<file path="src/rtl/alu_stream_if.sv">
// Handshake and data bundle for alu_stream: operation request in, registered result plus flags out.
interface alu_stream_if #(
  parameter int unsigned WIDTH = 8
);
  logic             in_valid;
  logic             in_ready;
  logic [3:0]       opcode;
  logic [WIDTH-1:0] a;
  logic [WIDTH-1:0] b;
  logic             out_valid;
  logic             out_ready;
  logic [WIDTH-1:0] result;
  logic [WIDTH-1:0] result_hi;
  logic             zero;
  logic             carry;
  logic             ovf;
  logic             err;

  modport master (
    output in_valid, opcode, a, b, out_ready,
    input  in_ready, out_valid, result, result_hi, zero, carry, ovf, err
  );

  modport slave (
    input  in_valid, opcode, a, b, out_ready,
    output in_ready, out_valid, result, result_hi, zero, carry, ovf, err
  );
endinterface

</file>
<file path="src/rtl/alu_stream.sv">
// Streaming ALU: single-cycle logic/arith/shift ops and a WIDTH-cycle shift-add multiplier,
// with valid/ready handshakes on both sides and a registered result held until consumed.
module alu_stream #(
  parameter int unsigned WIDTH = 8,
  parameter bit          SAT   = 1'b0
) (
  input logic         clk,
  input logic         rst,
  alu_stream_if.slave bus
);
  localparam int unsigned SW = $clog2(WIDTH);

  localparam logic [3:0] OpAdd = 4'd0;
  localparam logic [3:0] OpSub = 4'd1;
  localparam logic [3:0] OpAnd = 4'd2;
  localparam logic [3:0] OpOr  = 4'd3;
  localparam logic [3:0] OpXor = 4'd4;
  localparam logic [3:0] OpShl = 4'd5;
  localparam logic [3:0] OpShr = 4'd6;
  localparam logic [3:0] OpMul = 4'd7;
  localparam logic [3:0] OpSra = 4'd8;

  localparam logic [WIDTH-1:0] SMax = {1'b0, {(WIDTH-1){1'b1}}};
  localparam logic [WIDTH-1:0] SMin = {1'b1, {(WIDTH-1){1'b0}}};

  typedef enum logic [1:0] {StIdle, StBusy, StDone} state_e;

  state_e             state_q, state_d;
  logic [SW-1:0]      cnt_q, cnt_d;
  logic [2*WIDTH-1:0] prod_q, prod_d;
  logic [WIDTH-1:0]   mcand_q, mcand_d;
  logic [WIDTH-1:0]   result_q, result_d, hi_q, hi_d;
  logic               zero_q, zero_d, carry_q, carry_d, ovf_q, ovf_d, err_q, err_d;

  logic               in_ready, accept;
  logic [WIDTH-1:0]   alu_res;
  logic               alu_carry, alu_ovf, alu_err;
  logic [WIDTH:0]     ext;
  logic [SW-1:0]      shamt;
  logic [WIDTH:0]     mul_sum;
  logic [2*WIDTH-1:0] mul_next;

  assign shamt    = bus.b[SW-1:0];
  assign in_ready = (state_q == StIdle) | ((state_q == StDone) & bus.out_ready);
  assign accept   = bus.in_valid & in_ready;

  always_comb begin
    alu_res   = '0;
    alu_carry = 1'b0;
    alu_ovf   = 1'b0;
    alu_err   = 1'b0;
    ext       = '0;
    case (bus.opcode)
      OpAdd: begin
        ext       = {1'b0, bus.a} + {1'b0, bus.b};
        alu_res   = ext[WIDTH-1:0];
        alu_carry = ext[WIDTH];
        alu_ovf   = (bus.a[WIDTH-1] == bus.b[WIDTH-1]) && (ext[WIDTH-1] != bus.a[WIDTH-1]);
      end
      OpSub: begin
        ext       = {1'b0, bus.a} - {1'b0, bus.b};
        alu_res   = ext[WIDTH-1:0];
        alu_carry = ext[WIDTH];
        alu_ovf   = (bus.a[WIDTH-1] != bus.b[WIDTH-1]) && (ext[WIDTH-1] != bus.a[WIDTH-1]);
      end
      OpAnd:   alu_res = bus.a & bus.b;
      OpOr:    alu_res = bus.a | bus.b;
      OpXor:   alu_res = bus.a ^ bus.b;
      OpShl:   alu_res = bus.a << shamt;
      OpShr:   alu_res = bus.a >> shamt;
      OpSra:   alu_res = $signed(bus.a) >>> shamt;
      OpMul:   ;
      default: alu_err = 1'b1;
    endcase
    // Only ADD/SUB can raise ovf, so this clamp never touches other ops.
    if (SAT && alu_ovf) alu_res = bus.a[WIDTH-1] ? SMin : SMax;
  end

  // One radix-2 step: low half holds the remaining multiplier bits, shifted out LSB first.
  assign mul_sum  = {1'b0, prod_q[2*WIDTH-1:WIDTH]} + (prod_q[0] ? {1'b0, mcand_q} : '0);
  assign mul_next = {mul_sum, prod_q[WIDTH-1:1]};

  always_comb begin
    state_d  = state_q;
    cnt_d    = cnt_q;
    prod_d   = prod_q;
    mcand_d  = mcand_q;
    result_d = result_q;
    hi_d     = hi_q;
    zero_d   = zero_q;
    carry_d  = carry_q;
    ovf_d    = ovf_q;
    err_d    = err_q;

    case (state_q)
      StBusy: begin
        prod_d = mul_next;
        cnt_d  = cnt_q + 1'b1;
        if (cnt_q == SW'(WIDTH - 1)) begin
          state_d  = StDone;
          result_d = mul_next[WIDTH-1:0];
          hi_d     = mul_next[2*WIDTH-1:WIDTH];
          zero_d   = (mul_next == '0);
          carry_d  = |mul_next[2*WIDTH-1:WIDTH];
          ovf_d    = 1'b0;
          err_d    = 1'b0;
        end
      end
      StDone: if (bus.out_ready) state_d = StIdle;
      default: ;
    endcase

    if (accept) begin
      if (bus.opcode == OpMul) begin
        state_d = StBusy;
        cnt_d   = '0;
        prod_d  = {{WIDTH{1'b0}}, bus.b};
        mcand_d = bus.a;
      end else begin
        state_d  = StDone;
        result_d = alu_res;
        hi_d     = '0;
        zero_d   = ~alu_err & (alu_res == '0);
        carry_d  = alu_carry;
        ovf_d    = alu_ovf;
        err_d    = alu_err;
      end
    end
  end

  always_ff @(posedge clk or posedge rst) begin
    if (rst) begin
      state_q  <= StIdle;
      cnt_q    <= '0;
      prod_q   <= '0;
      mcand_q  <= '0;
      result_q <= '0;
      hi_q     <= '0;
      zero_q   <= 1'b0;
      carry_q  <= 1'b0;
      ovf_q    <= 1'b0;
      err_q    <= 1'b0;
    end else begin
      state_q  <= state_d;
      cnt_q    <= cnt_d;
      prod_q   <= prod_d;
      mcand_q  <= mcand_d;
      result_q <= result_d;
      hi_q     <= hi_d;
      zero_q   <= zero_d;
      carry_q  <= carry_d;
      ovf_q    <= ovf_d;
      err_q    <= err_d;
    end
  end

  assign bus.in_ready  = in_ready;
  assign bus.out_valid = (state_q == StDone);
  assign bus.result    = result_q;
  assign bus.result_hi = hi_q;
  assign bus.zero      = zero_q;
  assign bus.carry     = carry_q;
  assign bus.ovf       = ovf_q;
  assign bus.err       = err_q;
endmodule
</file>
<file path="src/flat_wrapper.sv">
// flat-port wrapper written by rule: the top's interface ports become plain ports
module alu_stream_flat 
#(
  parameter int unsigned WIDTH = 8,
  parameter bit          SAT   = 1'b0
)
  (clk, rst, bus_in_valid, bus_opcode, bus_a, bus_b, bus_out_ready, bus_in_ready, bus_out_valid, bus_result, bus_result_hi, bus_zero, bus_carry, bus_ovf, bus_err);
  alu_stream_if #(.WIDTH(WIDTH)) bus_i ();
  input logic clk;
  input logic rst;
  input wire logic [$bits(bus_i.in_valid)-1:0] bus_in_valid;
  input wire logic [$bits(bus_i.opcode)-1:0] bus_opcode;
  input wire logic [$bits(bus_i.a)-1:0] bus_a;
  input wire logic [$bits(bus_i.b)-1:0] bus_b;
  input wire logic [$bits(bus_i.out_ready)-1:0] bus_out_ready;
  output wire logic [$bits(bus_i.in_ready)-1:0] bus_in_ready;
  output wire logic [$bits(bus_i.out_valid)-1:0] bus_out_valid;
  output wire logic [$bits(bus_i.result)-1:0] bus_result;
  output wire logic [$bits(bus_i.result_hi)-1:0] bus_result_hi;
  output wire logic [$bits(bus_i.zero)-1:0] bus_zero;
  output wire logic [$bits(bus_i.carry)-1:0] bus_carry;
  output wire logic [$bits(bus_i.ovf)-1:0] bus_ovf;
  output wire logic [$bits(bus_i.err)-1:0] bus_err;
  assign bus_i.in_valid = bus_in_valid;
  assign bus_i.opcode = bus_opcode;
  assign bus_i.a = bus_a;
  assign bus_i.b = bus_b;
  assign bus_i.out_ready = bus_out_ready;
  assign bus_in_ready = bus_i.in_ready;
  assign bus_out_valid = bus_i.out_valid;
  assign bus_result = bus_i.result;
  assign bus_result_hi = bus_i.result_hi;
  assign bus_zero = bus_i.zero;
  assign bus_carry = bus_i.carry;
  assign bus_ovf = bus_i.ovf;
  assign bus_err = bus_i.err;
  alu_stream #(.WIDTH(WIDTH), .SAT(SAT)) u_core (.clk(clk), .rst(rst), .bus(bus_i));
endmodule
</file>
<file path="config.mk">
export PLATFORM = sky130hd
export DESIGN_NAME = alu_stream_flat
export DESIGN_NICKNAME = d
export VERILOG_FILES = /design/src/rtl/alu_stream_if.sv /design/src/rtl/alu_stream.sv /design/src/flat_wrapper.sv
export SDC_FILE = /design/constraint.sdc
export NUM_CORES = 1
export LEC_CHECK = 0
export BUFFER_PORTS_ARGS = -buffer_cell sky130_fd_sc_hd__buf_2
export CAP_MARGIN = 20
export CORE_AREA = 2 2 110 112
export CTS_CLUSTER_DIAMETER = 120
export DETAILED_ROUTE_END_ITERATION = 16
export DIE_AREA = 0 0 112 114
export PLACE_DENSITY = 0.55
export SYNTH_ARGS = -nofsm -noshare
export SYNTH_HDL_FRONTEND = slang
export SYNTH_SLANG_ARGS = --single-unit
</file>
<file path="constraint.sdc">
create_clock -name clk -period 9.34 [get_ports clk]
set_clock_uncertainty 0.1 [all_clocks]
set_input_delay 0.934 -clock clk [delete_from_list [all_inputs] [get_ports clk]]
set_output_delay 0.934 -clock clk [all_outputs]
set_load 0.005 [all_outputs]
</file>
After elaboration in Yosys (flattened, before gate mapping)
Index checks and enable logic that the tools add are counted.
Word-level totals
  register bits after elaboration: 49
  memory bits (writable): 0
  memories kept: 0
  latch bits: 0
  bits in read-only memories: 0
  word-level logic and storage cells: 92
  input port bits: 24
  output and inout port bits: 22
Cells by class
  magnitude comparators: 0
  shifts and indexed selects: 3
  div/mod/pow operators: 0
  $mul: 0
  reductions and logical operators: 11
  $add $sub $neg: 4
  equality and inequality tests: 17
  mux-type cells: 40
  bitwise logic cells: 7
Operator list (count)
  8-bit 2-to-1 mux: 9
  8-bit one-hot mux with 8 select lines: 1
  16-bit 2-to-1 mux: 3
  1-bit 2-to-1 mux: 17
  4-bit by 3-bit == test with 1-bit output (second input constant): 4
  16-bit logical NOT: 1
  8-bit by 8-bit adder with 9-bit output: 1
  8-bit by 9-bit adder with 9-bit output: 1
  3-bit 2-to-1 mux: 3
  9-bit OR reduction: 1
  8-bit by 8-bit subtractor with 9-bit output: 1
  8-bit AND: 1
  4-bit by 2-bit == test with 1-bit output (second input constant): 2
  8-bit logical NOT: 1
  2-bit 2-to-1 mux: 4
  8-bit OR: 1
  8-bit OR reduction: 1
  8-bit by 3-bit left shift with 8-bit output: 1
  8-bit by 3-bit >> shifter with 8-bit output: 1
  8-bit by 3-bit >>> shifter with 8-bit output: 1
  8-bit bitwise XOR: 1
  4-bit by 1-bit == test with 1-bit output (second input constant): 1
  4-bit == test (second input constant): 1
  4-bit logical NOT: 1
  17 further kinds: 23

Logic depth before layout (Yosys ltp)
  depth after elaboration: 7
  depth in mapped cells: 12
  mapped depth without buffers: 11

Worst setup path after synthesis
No wires, ideal clock.
  kind: input-to-reg
  start point: input bus_b[2]
  end point: register u_core.zero_q (netlist: u_core.bus.zero)
  path slack: 5.767 ns
  arrival time: 3.378 ns
  required time: 9.144 ns
  cell stages on the path: 10
  buffers on the path: 2
  setup time: 0.096 ns
  cells stage by stage: clkbuf_1 inv_2 ha_1 buf_6 or4_4 o211a_1 a221o_1 a2111oi_2 nand4_1 o32ai_2
Between the ends
  word-level cells in the longest chain between the ends: 6
RTL lines
  start: declaration: line flat_wrapper.sv:14  | input wire logic [$bits(bus_i.b)-1:0] bus_b;
  8-bit by 8-bit subtractor with 9-bit output (tied with other cells): line alu_stream.sv:61  | ext = {1'b0, bus.a} - {1'b0, bus.b};
  8-bit one-hot mux with 8 select lines (*): line alu_stream.sv:53  | case (bus.opcode)
  8-bit logical NOT (*): line alu_stream.sv:123  | zero_d = ~alu_err & (alu_res == '0);
  1-bit AND (*): line alu_stream.sv:123
  1-bit 2-to-1 mux (*): line alu_stream.sv:114  | if (bus.opcode == OpMul) begin
  1-bit 2-to-1 mux (*): line alu_stream.sv:113  | if (accept) begin
  via u_core.zero_d: line alu_stream.sv:33  | logic zero_q, zero_d, carry_q, carry_d, ovf_q, ovf_d, err_q, err_d;
  end signal: assignment: line alu_stream.sv:150  | zero_q <= zero_d;
  end: declaration: line alu_stream.sv:33
The timed path passes the listed nets; every way through them passes the cells marked *.
A chain may end at the register's enable or synchronous reset.

Worst setup path after layout
  start point: input bus_b[1]
  end point: register u_core.zero_q (netlist: u_core.bus.zero)
The elaborated chain is that of the path after synthesis.

==> run summary <==
XOR/XNOR share of the synthesized area - 1.74%
FP Rows - 40
r2r worst-path depth - 11
HPWL after detailed placement - 10200 µm
initial detailed-routing violation count - 352
Mapped Cells - 544
Synth top area share - 27.0%
share of layout cells above drive strength 1 - 13.3%
# clock sinks - 49
vias in the first global route - 4047
clk root buf - clkbuf_16
hold_ws - 0.384 ns
final wirelength - 13600 µm
Avg Inst Size Synth - 8.34 µm²
Area after DPL - 4850 µm²
Ant. Diodes - 0
die area - 12800 µm²
f_max - 262 MHz
Synth Warn # - 0
unrepaired setup endpoints after global routing - no
CTS Hold Bufs - 0
top post-synthesis cells by area - dfrtp_1 27%, ha_1 10%, mux2i_1 5.5%
CP arrival - 3.90 ns
I/O pin cnt - 46
register area share after synthesis - 27.0%
Simple-Gate Fraction of Synth Area - 21.2%
Via density - 5.80
R2R Setup Slk - 5.98 ns
final setup fails - 0
Tot Pwr - 1030 µW
Clock Tree Buf Depth - 2
total CTS buffers - 5
Peak VDD IR - 0.128 mV
Post-CTS Setup Inserts - 0
initial core utilization - 38.7%
required time worst endpoint - 9.43 ns
setup TNS - 0 ns
wire per inst - 18.9 µm
Core Area - 11700 µm²
hold path start - u_core.mcand_q[3]
critical path class - input port to flop
#FFs+latches synth - 49
clock latency on the worst-skew pair - 0.28 ns
initial antenna violation count - 0
FF-to-FF End - u_core.bus.zero
post-placement setup slack - 5.27 ns
most frequent cell after synthesis - nand2_1
die span in y - 114 µm
number of enable flip-flop cells after synthesis - 0
Synth area leader - dfrtp_1
Max H-tree Level - 2
global-route wire length before repair - 21800 µm
port buffer count - 45
period utilization - 40.9%
Power Dens Cells - 205 nW/µm²
Max Cap Violations - 0
1st-pass router iterations - 5
RR Startpoint - u_core.prod_q[0]
Fin. Hold Viols - 0
Die Wd - 112 µm
Tmin final - 3.82 ns
crit path max fanout - 26
FFs w/ async S/R, synth - 100%
Cell Area, Synth - 4530 µm²
Top FF cell, synth - dfrtp_1
routed vias - 4166
Hold Crit Depth - 2
Critical Path Sink Type - flop
worst-margin pin slew - 0.924 ns
largest net degree at the start of global routing - 50
Syn Nets - 609
post-synth cell types - 75
area delta synth->final - 10.6%
Hold EP - u_core.mcand_q[3]
Synth Area in Compound Gates - 23.1%
CTS resizes - 0
Routed Antenna Nets - 0
# DRC - 0
CTS clk-pin slew, worst paths - 0.06 ns
total grt overflow - 0
# nets final - 635
CTS tree - built
crit start category - input port
top cells by count, synth - 61 x nand2_1, 56 x nor2_1, 49 x dfrtp_1
multiplexer share of the synthesized area - 9.49%
GRT Resource Usage Total - 21.5%
global placer's final weighted congestion - 0.966
Post-Layout Inst Area - 5010 µm²
largest family of logic cells by synthesized area - compound AO/OA/AOI/OAI gates
Leak - 0.00218 µW
setup ws final - 5.52 ns
post-synthesis adder-cell area fraction - 11.8%
Hold Crit Class - flop to flop
Slew Viols, Final - 0
Slew HR - 37.9%
outcome - complete, no violations
## metal layers
metal	part of all wire [%]	track usage, %
met5	0	0
met3	3.1	2.13
met4	1.3	5.77
met1	48	29.8
met2	48	36.2
## area by class of cell
type,instances,area [µm²]
fill,1190,6700
inverter,32,120
clock inverter,1,7.51
timing repair buffer,51,285
sequential,49,1230
multi-input combinational,431,3060
tap,147,184
clock buffer,7,133
## how the worst max path moves through the flow
stage / start / end / slack, ns / cells past startpoint
2_1_floorplan: bus_b[2] / u_core.bus.zero / 5.77 / 10
3_3_place_gp: bus_b[1] / u_core.bus.zero / 5.32 / 10
3_5_place_dp: bus_b[1] / u_core.bus.zero / 5.27 / 10
4_1_cts: bus_b[1] / u_core.bus.zero / 5.55 / 10
5_1_grt: bus_b[1] / u_core.bus.zero / 5.36 / 10
6_report: bus_b[1] / u_core.bus.zero / 5.52 / 10
## cell families after synthesis
logic type | after synthesis
xor gates and xnor gates | 9
buffers and inverters | 64
and+or+nand+nor | 193
AOI/OAI and AO/OA | 154
muxes | 34
adders and majority gates | 41
DFF | 49
## cells in the final DEF (no fill, tap or decap), drive strengths merged, types with 3 or more instances in the layout
cell type	n
nand4bb	3
o22ai	6
or4	3
a2111oi	3
buf	50
nand2	61
or3	3
mux4	7
o21a	6
and2	14
xor2	4
ha	38
a21boi	4
inv	31
nand2b	6
nor4b	3
o211ai	6
dfrtp	49
nor2b	5
a211oi	7
nor2	56
a221oi	3
nor3	6
xnor2	5
mux2i	25
o32ai	6
o21ai	26
nand3	9
a21oi	41
a22oi	8
o2111ai	3
nor4	4
a31oi	6
o31ai	3
fa	3
nand3b	5
clkbuf	7
a21o	7
and3	4
## worst max-delay path, stage by stage
cell	delay (ns)
buf_2	0.42
inv_1	0.22
ha_1	0.38
o21ba_1	0.22
or4_4	0.42
o211a_1	0.15
a221o_1	0.38
a2111oi_2	0.37
nand4_1	0.15
o32ai_2	0.24
## state kept, by name, indices dropped and copies added (netlist names)
name	cells
u_core.prod_q	16
u_core.bus.result	8
u_core.bus.result_hi	8
u_core.mcand_q	8
u_core.cnt_q	3
u_core.state_q	2
u_core.bus.carry	1
u_core.bus.err	1
u_core.bus.ovf	1
u_core.bus.zero	1
## per-stage QoR
step	std cells	utilization, %
after global routing	718	42.8
after detailed placement	709	41.5
after CTS	717	42.6
after floorplan	544	-
final	718	42.8
after global placement	708	41.4
## power breakdown
| group | leakage (µW) | switching (µW) | total (µW) | internal [µW] |
|---|---|---|---|---|
| sequential | 0.000600 | 56.1 | 347 | 291 |
| combinational | 0.00151 | 291 | 503 | 212 |
| clock | 0.0000641 | 75.7 | 175 | 99.6 |
Note: power is estimated with default switching activity, not from simulation.
